`src/rtl/pkt_loader_if.sv`:
```
// ---------------------------------------------------------------------------
// pkt_loader_if
//   Byte stream handshake feeding the packet loader.
//   in_valid : producer has a byte on in_data / in_last
//   in_ready : consumer can take a byte this cycle
//   in_data  : packet byte
//   in_last  : final byte of the packet
// ---------------------------------------------------------------------------
interface pkt_loader_if;
    logic       in_valid;
    logic       in_ready;
    logic [7:0] in_data;
    logic       in_last;

    modport master (output in_valid, output in_data, output in_last, input in_ready);
    modport slave  (input in_valid, input in_data, input in_last, output in_ready);
endinterface

```
`src/rtl/pkt_loader.sv`:
```
// ---------------------------------------------------------------------------
// pkt_loader
//   Ingress packet writer. Packs a byte stream into big-endian 32-bit words,
//   writes them to the packet SRAM from byte address 0, then presents the
//   packet to the header parser and holds the buffer until it is released.
//
// Ports
//   clk          system clock
//   rst          asynchronous, active-low reset
//   in_s         byte stream (valid/ready, data, last)
//   sram_ce_o    SRAM chip enable (one cycle per word)
//   sram_we_o    SRAM write enable (mirrors ce)
//   sram_addr_o  word-aligned byte address
//   sram_sel_o   byte lanes, sel[3] = data[31:24]
//   sram_data_o  write data
//   pkt_valid_o  a complete packet sits in the SRAM
//   pkt_len_o    packet length in bytes (saturates at MAX_PKT_BYTES)
//   pkt_err_o    packet exceeded MAX_PKT_BYTES
//   pkt_done_i   parser releases the buffer
// ---------------------------------------------------------------------------
module pkt_loader #(
    parameter int MAX_PKT_BYTES = 2048
) (
    input  logic               clk,
    input  logic               rst,
    pkt_loader_if.slave        in_s,
    output logic               sram_ce_o,
    output logic               sram_we_o,
    output logic [31:0]        sram_addr_o,
    output logic [3:0]         sram_sel_o,
    output logic [31:0]        sram_data_o,
    output logic               pkt_valid_o,
    output logic [15:0]        pkt_len_o,
    output logic               pkt_err_o,
    input  logic               pkt_done_i
);

    localparam logic [15:0] MAX_LEN = 16'(MAX_PKT_BYTES);

    typedef enum logic [1:0] {RECV, FLUSH, HOLD} state_t;

    state_t      state_q, state_d;
    logic [15:0] cnt_q,   cnt_d;
    logic [1:0]  lane_q,  lane_d;
    logic [31:0] pack_q,  pack_d;
    logic        err_q,   err_d;
    logic        ce_q,    ce_d;
    logic [31:0] addr_q,  addr_d;
    logic [3:0]  sel_q,   sel_d;
    logic [31:0] wdata_q, wdata_d;
    logic [31:0] merged;

    function automatic logic [15:0] sat_inc(input logic [15:0] v);
        return (v >= MAX_LEN) ? MAX_LEN : v + 16'd1;
    endfunction

    // Lanes filled so far, left-aligned, given the lane of the newest byte.
    function automatic logic [3:0] lane_sel(input logic [1:0] lane);
        case (lane)
            2'd0:    return 4'b1000;
            2'd1:    return 4'b1100;
            2'd2:    return 4'b1110;
            default: return 4'b1111;
        endcase
    endfunction

    // Lane 0 is the most significant byte.
    function automatic logic [31:0] place_byte(input logic [31:0] word,
                                               input logic [1:0]  lane,
                                               input logic [7:0]  b);
        return word | ({b, 24'h0} >> {lane, 3'b000});
    endfunction

    always_ff @(posedge clk or negedge rst) begin
        if (!rst) begin
            state_q <= RECV;
            cnt_q   <= '0;
            lane_q  <= '0;
            pack_q  <= '0;
            err_q   <= 1'b0;
            ce_q    <= 1'b0;
            addr_q  <= '0;
            sel_q   <= '0;
            wdata_q <= '0;
        end else begin
            state_q <= state_d;
            cnt_q   <= cnt_d;
            lane_q  <= lane_d;
            pack_q  <= pack_d;
            err_q   <= err_d;
            ce_q    <= ce_d;
            addr_q  <= addr_d;
            sel_q   <= sel_d;
            wdata_q <= wdata_d;
        end
    end

    always_comb begin
        state_d = state_q;
        cnt_d   = cnt_q;
        lane_d  = lane_q;
        pack_d  = pack_q;
        err_d   = err_q;
        ce_d    = 1'b0;
        addr_d  = addr_q;
        sel_d   = sel_q;
        wdata_d = wdata_q;
        merged  = place_byte(pack_q, lane_q, in_s.in_data);

        case (state_q)
            RECV: begin
                if (in_s.in_valid) begin
                    if (cnt_q < MAX_LEN) begin
                        // Word completes on lane 3 or on the last byte; a
                        // full word that is also last yields a single write.
                        if (lane_q == 2'd3 || in_s.in_last) begin
                            ce_d    = 1'b1;
                            addr_d  = {16'h0, cnt_q[15:2], 2'b00};
                            sel_d   = lane_sel(lane_q);
                            wdata_d = merged;
                            pack_d  = '0;
                            lane_d  = '0;
                        end else begin
                            pack_d  = merged;
                            lane_d  = lane_q + 2'd1;
                        end
                    end else begin
                        // Beyond capacity: swallow the byte, flag the packet.
                        err_d = 1'b1;
                    end
                    cnt_d = sat_inc(cnt_q);
                    if (in_s.in_last) state_d = FLUSH;
                end
            end
            FLUSH: state_d = HOLD;
            HOLD: begin
                if (pkt_done_i) begin
                    state_d = RECV;
                    cnt_d   = '0;
                    lane_d  = '0;
                    pack_d  = '0;
                    err_d   = 1'b0;
                end
            end
            default: state_d = RECV;
        endcase
    end

    assign in_s.in_ready = (state_q == RECV);
    assign sram_ce_o     = ce_q;
    assign sram_we_o     = ce_q;
    assign sram_addr_o   = addr_q;
    assign sram_sel_o    = sel_q;
    assign sram_data_o   = wdata_q;
    assign pkt_valid_o   = (state_q == HOLD);
    assign pkt_len_o     = (state_q == HOLD) ? cnt_q : 16'h0;
    assign pkt_err_o     = (state_q == HOLD) && err_q;

endmodule

```
`src/flat_wrapper.sv`:
```
// flat-port wrapper written by rule: the top's interface ports become plain ports
module pkt_loader_flat 
#(
    parameter int MAX_PKT_BYTES = 2048
)
  (clk, rst, sram_ce_o, sram_we_o, sram_addr_o, sram_sel_o, sram_data_o, pkt_valid_o, pkt_len_o, pkt_err_o, pkt_done_i, in_s_in_valid, in_s_in_data, in_s_in_last, in_s_in_ready);
  pkt_loader_if in_s_i ();
  input  logic clk;
  input  logic rst;
  output logic sram_ce_o;
  output logic sram_we_o;
  output logic [31:0] sram_addr_o;
  output logic [3:0] sram_sel_o;
  output logic [31:0] sram_data_o;
  output logic pkt_valid_o;
  output logic [15:0] pkt_len_o;
  output logic pkt_err_o;
  input  logic pkt_done_i;
  input wire logic [$bits(in_s_i.in_valid)-1:0] in_s_in_valid;
  input wire logic [$bits(in_s_i.in_data)-1:0] in_s_in_data;
  input wire logic [$bits(in_s_i.in_last)-1:0] in_s_in_last;
  output wire logic [$bits(in_s_i.in_ready)-1:0] in_s_in_ready;
  assign in_s_i.in_valid = in_s_in_valid;
  assign in_s_i.in_data = in_s_in_data;
  assign in_s_i.in_last = in_s_in_last;
  assign in_s_in_ready = in_s_i.in_ready;
  pkt_loader #(.MAX_PKT_BYTES(MAX_PKT_BYTES)) u_core (.clk(clk), .rst(rst), .in_s(in_s_i), .sram_ce_o(sram_ce_o), .sram_we_o(sram_we_o), .sram_addr_o(sram_addr_o), .sram_sel_o(sram_sel_o), .sram_data_o(sram_data_o), .pkt_valid_o(pkt_valid_o), .pkt_len_o(pkt_len_o), .pkt_err_o(pkt_err_o), .pkt_done_i(pkt_done_i));
endmodule
```
`config.mk`:
```
export PLATFORM = sky130hd
export DESIGN_NAME = pkt_loader_flat
export DESIGN_NICKNAME = d
export VERILOG_FILES = /design/src/rtl/pkt_loader_if.sv /design/src/rtl/pkt_loader.sv /design/src/flat_wrapper.sv
export SDC_FILE = /design/constraint.sdc
export NUM_CORES = 1
export LEC_CHECK = 0
export ABC_AREA = 1
export BUFFER_PORTS_ARGS = -buffer_cell sky130_fd_sc_hd__buf_4
export CORE_AREA = 2 2 114 116
export CTS_CLUSTER_DIAMETER = 200
export DETAILED_ROUTE_END_ITERATION = 7
export DIE_AREA = 0 0 116 118
export PLACE_DENSITY_LB_ADDON = 0.25
export SLEW_MARGIN = 20
export SYNTH_ARGS = -nofsm -noshare
export SYNTH_HDL_FRONTEND = slang
export SYNTH_SLANG_ARGS = --single-unit
```
`constraint.sdc`:
```
create_clock -name clk -period 3.6 [get_ports clk]
set_clock_uncertainty 0.1 [all_clocks]
set_input_delay 0 -clock clk [delete_from_list [all_inputs] [get_ports clk]]
set_output_delay 0 -clock clk [all_outputs]
set_load 0.01 [all_outputs]
```
==> impl_results.md <==
* Outcome: finished, final reports clean
* Relative slew slack at about three fifths
* CTS tree: done
* Clock root buffer: clkbuf_16
* Top-area cell type share of the netlist area at 53.6%
* Final Util at about 47%
* Vias per cell at around 4.8
* Final WS setup at just over 1000 ps
* Power after layout at roughly 4 mW
* Starting density of the core at 39.1%
* Overflow after GRT at 0
* Yosys reg bits at 104
* Die W at approximately 120 um
* Sw Ratio at 38.5%
* Die H at ~120 um
* RSZ-0062 raised after global routing: no
* Drt initial violations at ~290
* Share of layout cells above drive strength 1 at between 15 and 20%
* Ports at about 100
* Core ar. at 12,400 sq um
* Routed wire length at ~12 mm
* Hold Worst Slack at 33.0 ps
* CP endpoint kind: flop
* CP Data Arrival Time at between 2000 and 3000 ps
* HP Class: primary input to flop
* Routability congestion estimate at between 0.8 and 0.9
* Pwr dens at between 600 and 700 nW/um^2
* Detailed Place HPWL at roughly 8 mm
* Max VDD drop at between 0.2 and 0.3 mV
* DRC viols at 0
* Cells after synthesis at between 500 and 600
* Cell Int Power at 2.47 mW
* Fin crit share at between 70% and 80%
* Place WS at a little over 1000 ps
* Critical-path maximum fanout at 34
* IO buf count at between 80 and 90
* Slew @ Worst Pin at 618 ps
* CTS max path bufs at 2
* FMAX at slightly below 0.4 GHz
* CTS H-tree depth at 3
* Post-synthesis cell type count at 27
* Comb power frac at roughly 35%
* Leakage at slightly above 3 nW
* Area contributors post-synth: dfrtp_1 54%, nand2_1 13%, o21ai_0 7.1%, inv_1 5.6%, nand4_1 4.5%
* Leading area contributor after synthesis: dfrtp_1
* Most frequent cell after synthesis: nand2_1
* Clk slew on worst S/H paths at ~70 ps
* Fin crit period at about 2600 ps
* Dominant synthesized flop cell: dfrtp_1
* Final Max Tran Viols at 0
* Diodes inserted at 0
* Post-synth EDFFs at 0
* Seq pwr share at between 40 and 50%
* Worst Path Required at 3730 ps
* Initial antenna violation count at 0
* Largest net degree at the start of global routing at just under 50
* Final setup fails at 0
* Synthesized area at 4860 sq um
* Global Route Usage Sum at between 10% and 20%
* Syn avg cell area at between 8 and 9 sq um
* FF-to-FF setup slack at roughly 1000 ps
* Switching power total at 1.54 mW
* DR pass1 iterations at 5
* TNS Setup at 0 ps
* Vias in the first global route at about 3,800
* Async SR Flop Fraction at between 90% and 100%
* Final nets at slightly below 700
* CTS Buf Count at 9
* Max Cap Viol at 0
* Routed WL per cell at 14.1 um
* Area Growth Syn to Fin at 19.9%
* Seq/Total Area, Yosys at a little over half
* Synth Warn # at 0
* Clock power frac at a little under a quarter
* Final hold violations at 0
* Vias at approximately 4,000
* Worst-Skew Late Latency at 350 ps
* Placement Rows at 41
* Commonest cells post-synth: 170 x nand2_1, 104 x dfrtp_1, 73 x inv_1
* First-pass GRT wire length at 19.2 mm
* Die area at around 14,000 sq um
* CTS sink count at 104
* Number of routed nets with antenna violations at 0
* CP Class: flop to flop
* Setup crit start kind: flop
==> sequential cells by signal (all words and copies together) (netlist names) <==
name and cells:
u_core.sram_ce_o 1, u_core.sram_data_o 32, u_core.cnt_q 16, u_core.lane_q 2, u_core.pack_q 32, u_core.state_q 2
u_core.sram_sel_o 4, u_core.sram_addr_o 14, u_core.err_q 1
==> timing repair <==
action	CTS	global route
gates resized for setup	0	0
hold endpoints to repair	50	0
hold buffers	4	0
setup buffers	0	0
==> routing by layer <==
layer	vias to the layer above	part of all wire [%]	GRT usage (%)
li1	1956	-	-
met1	1889	46	25.7
met2	137	47	27.2
met3	18	5.6	3.55
met4	0	1.8	5.65
met5	-	0	0
==> worst max-delay path, cell delays in order, from the launching register on <==
cell and delay [ps]:
dfrtp_1 570, ha_1 320, or2_2 330, nand2_2 380, inv_2 370, or2_2 370
==> per-stage QoR <==
stage | instance area (sq um) | std cells
CTS | 5820 | 838
global route | 5820 | 838
floorplan | 4920 | 604
global placement | 5500 | 818
finish | 5820 | 838
detailed placement | 5500 | 818
==> cells in the final DEF (no fill, tap or decap) <==
cell and instances:
nor3_1 1, nand2_1 170, o22ai_1 1, nor2_4 3, nand3_2 1, buf_4 89, clkbuf_16 9, dlygate4sd3_1 4
nand3_1 14, nor2_2 1, conb_1 18, nand4_1 35, or2_2 2, o21ai_1 10, bufinv_16 1, ha_1 5
inv_1 73, a21oi_1 2, nand2_2 4, clkinvlp_4 1, xor2_1 1, clkbuf_1 4, o21ai_0 69, clkinv_2 2
clkinv_1 1, nor2_1 38, dfrtp_1 104, o21bai_1 2, inv_2 1
==> cell type report <==
type                            instances  area, sq um
Tap cell                              172          215
Inverter                               76          287
Sequential cell                       104         2600
Clock buffer                           13          240
Fill cell                            1273         6590
Timing Repair Buffer                   93          708
Clock inverter                          3         42.5
Multi-Input combinational cell        377         1730
==> cells by family (layout without fill, tap and decap cells) <==
family	after synthesis	after routing	share of synthesized area, %
adders and majority gates	5	5	1.29
and+or+nand+nor	269	269	23.9
xor gates and xnor gates	1	1	0.180
buffers and inverters	123	185	12.2
AOI/OAI and AO/OA	84	84	8.78
other	1	18	0.0772
DFF	104	104	53.6
==> final timing paths <==
check                                              startpoint                            endpoint  depth (start not counted)
setup / recovery                 u_core.lane_q[1]$_DFFE_PN0P_    u_core.sram_sel_o[3]$_DFFE_PN0P_                          5
hold / removal                                in_s_in_data[3]  u_core.sram_data_o[27]$_DFFE_PN0P_                          5
setup reg to reg                 u_core.lane_q[1]$_DFFE_PN0P_    u_core.sram_sel_o[3]$_DFFE_PN0P_                          5
hold reg to reg            u_core.sram_addr_o[11]$_DFFE_PN0P_  u_core.sram_addr_o[11]$_DFFE_PN0P_                          2
max in group asynchronous                                 rst  u_core.sram_addr_o[15]$_DFFE_PN0P_                          3
min in group asynchronous                                 rst         u_core.cnt_q[2]$_DFFE_PN0P_                          2
==> power groups by stage <==
| stage | Combinational [mW] | Clock, mW | Sequential [mW] |
|---|---|---|---|
| 2_1_floorplan | 0.896 | 0 | 1.67 |
| 3_3_place_gp | 1.40 | 0 | 1.64 |
| 3_5_place_dp | 1.41 | 0 | 1.65 |
| 4_1_cts | 1.43 | 0.988 | 1.63 |
| 5_1_grt | 1.60 | 1.03 | 1.67 |
| 6_report | 1.42 | 0.959 | 1.63 |
No activity file was read; power rests on OpenSTA's default activity.
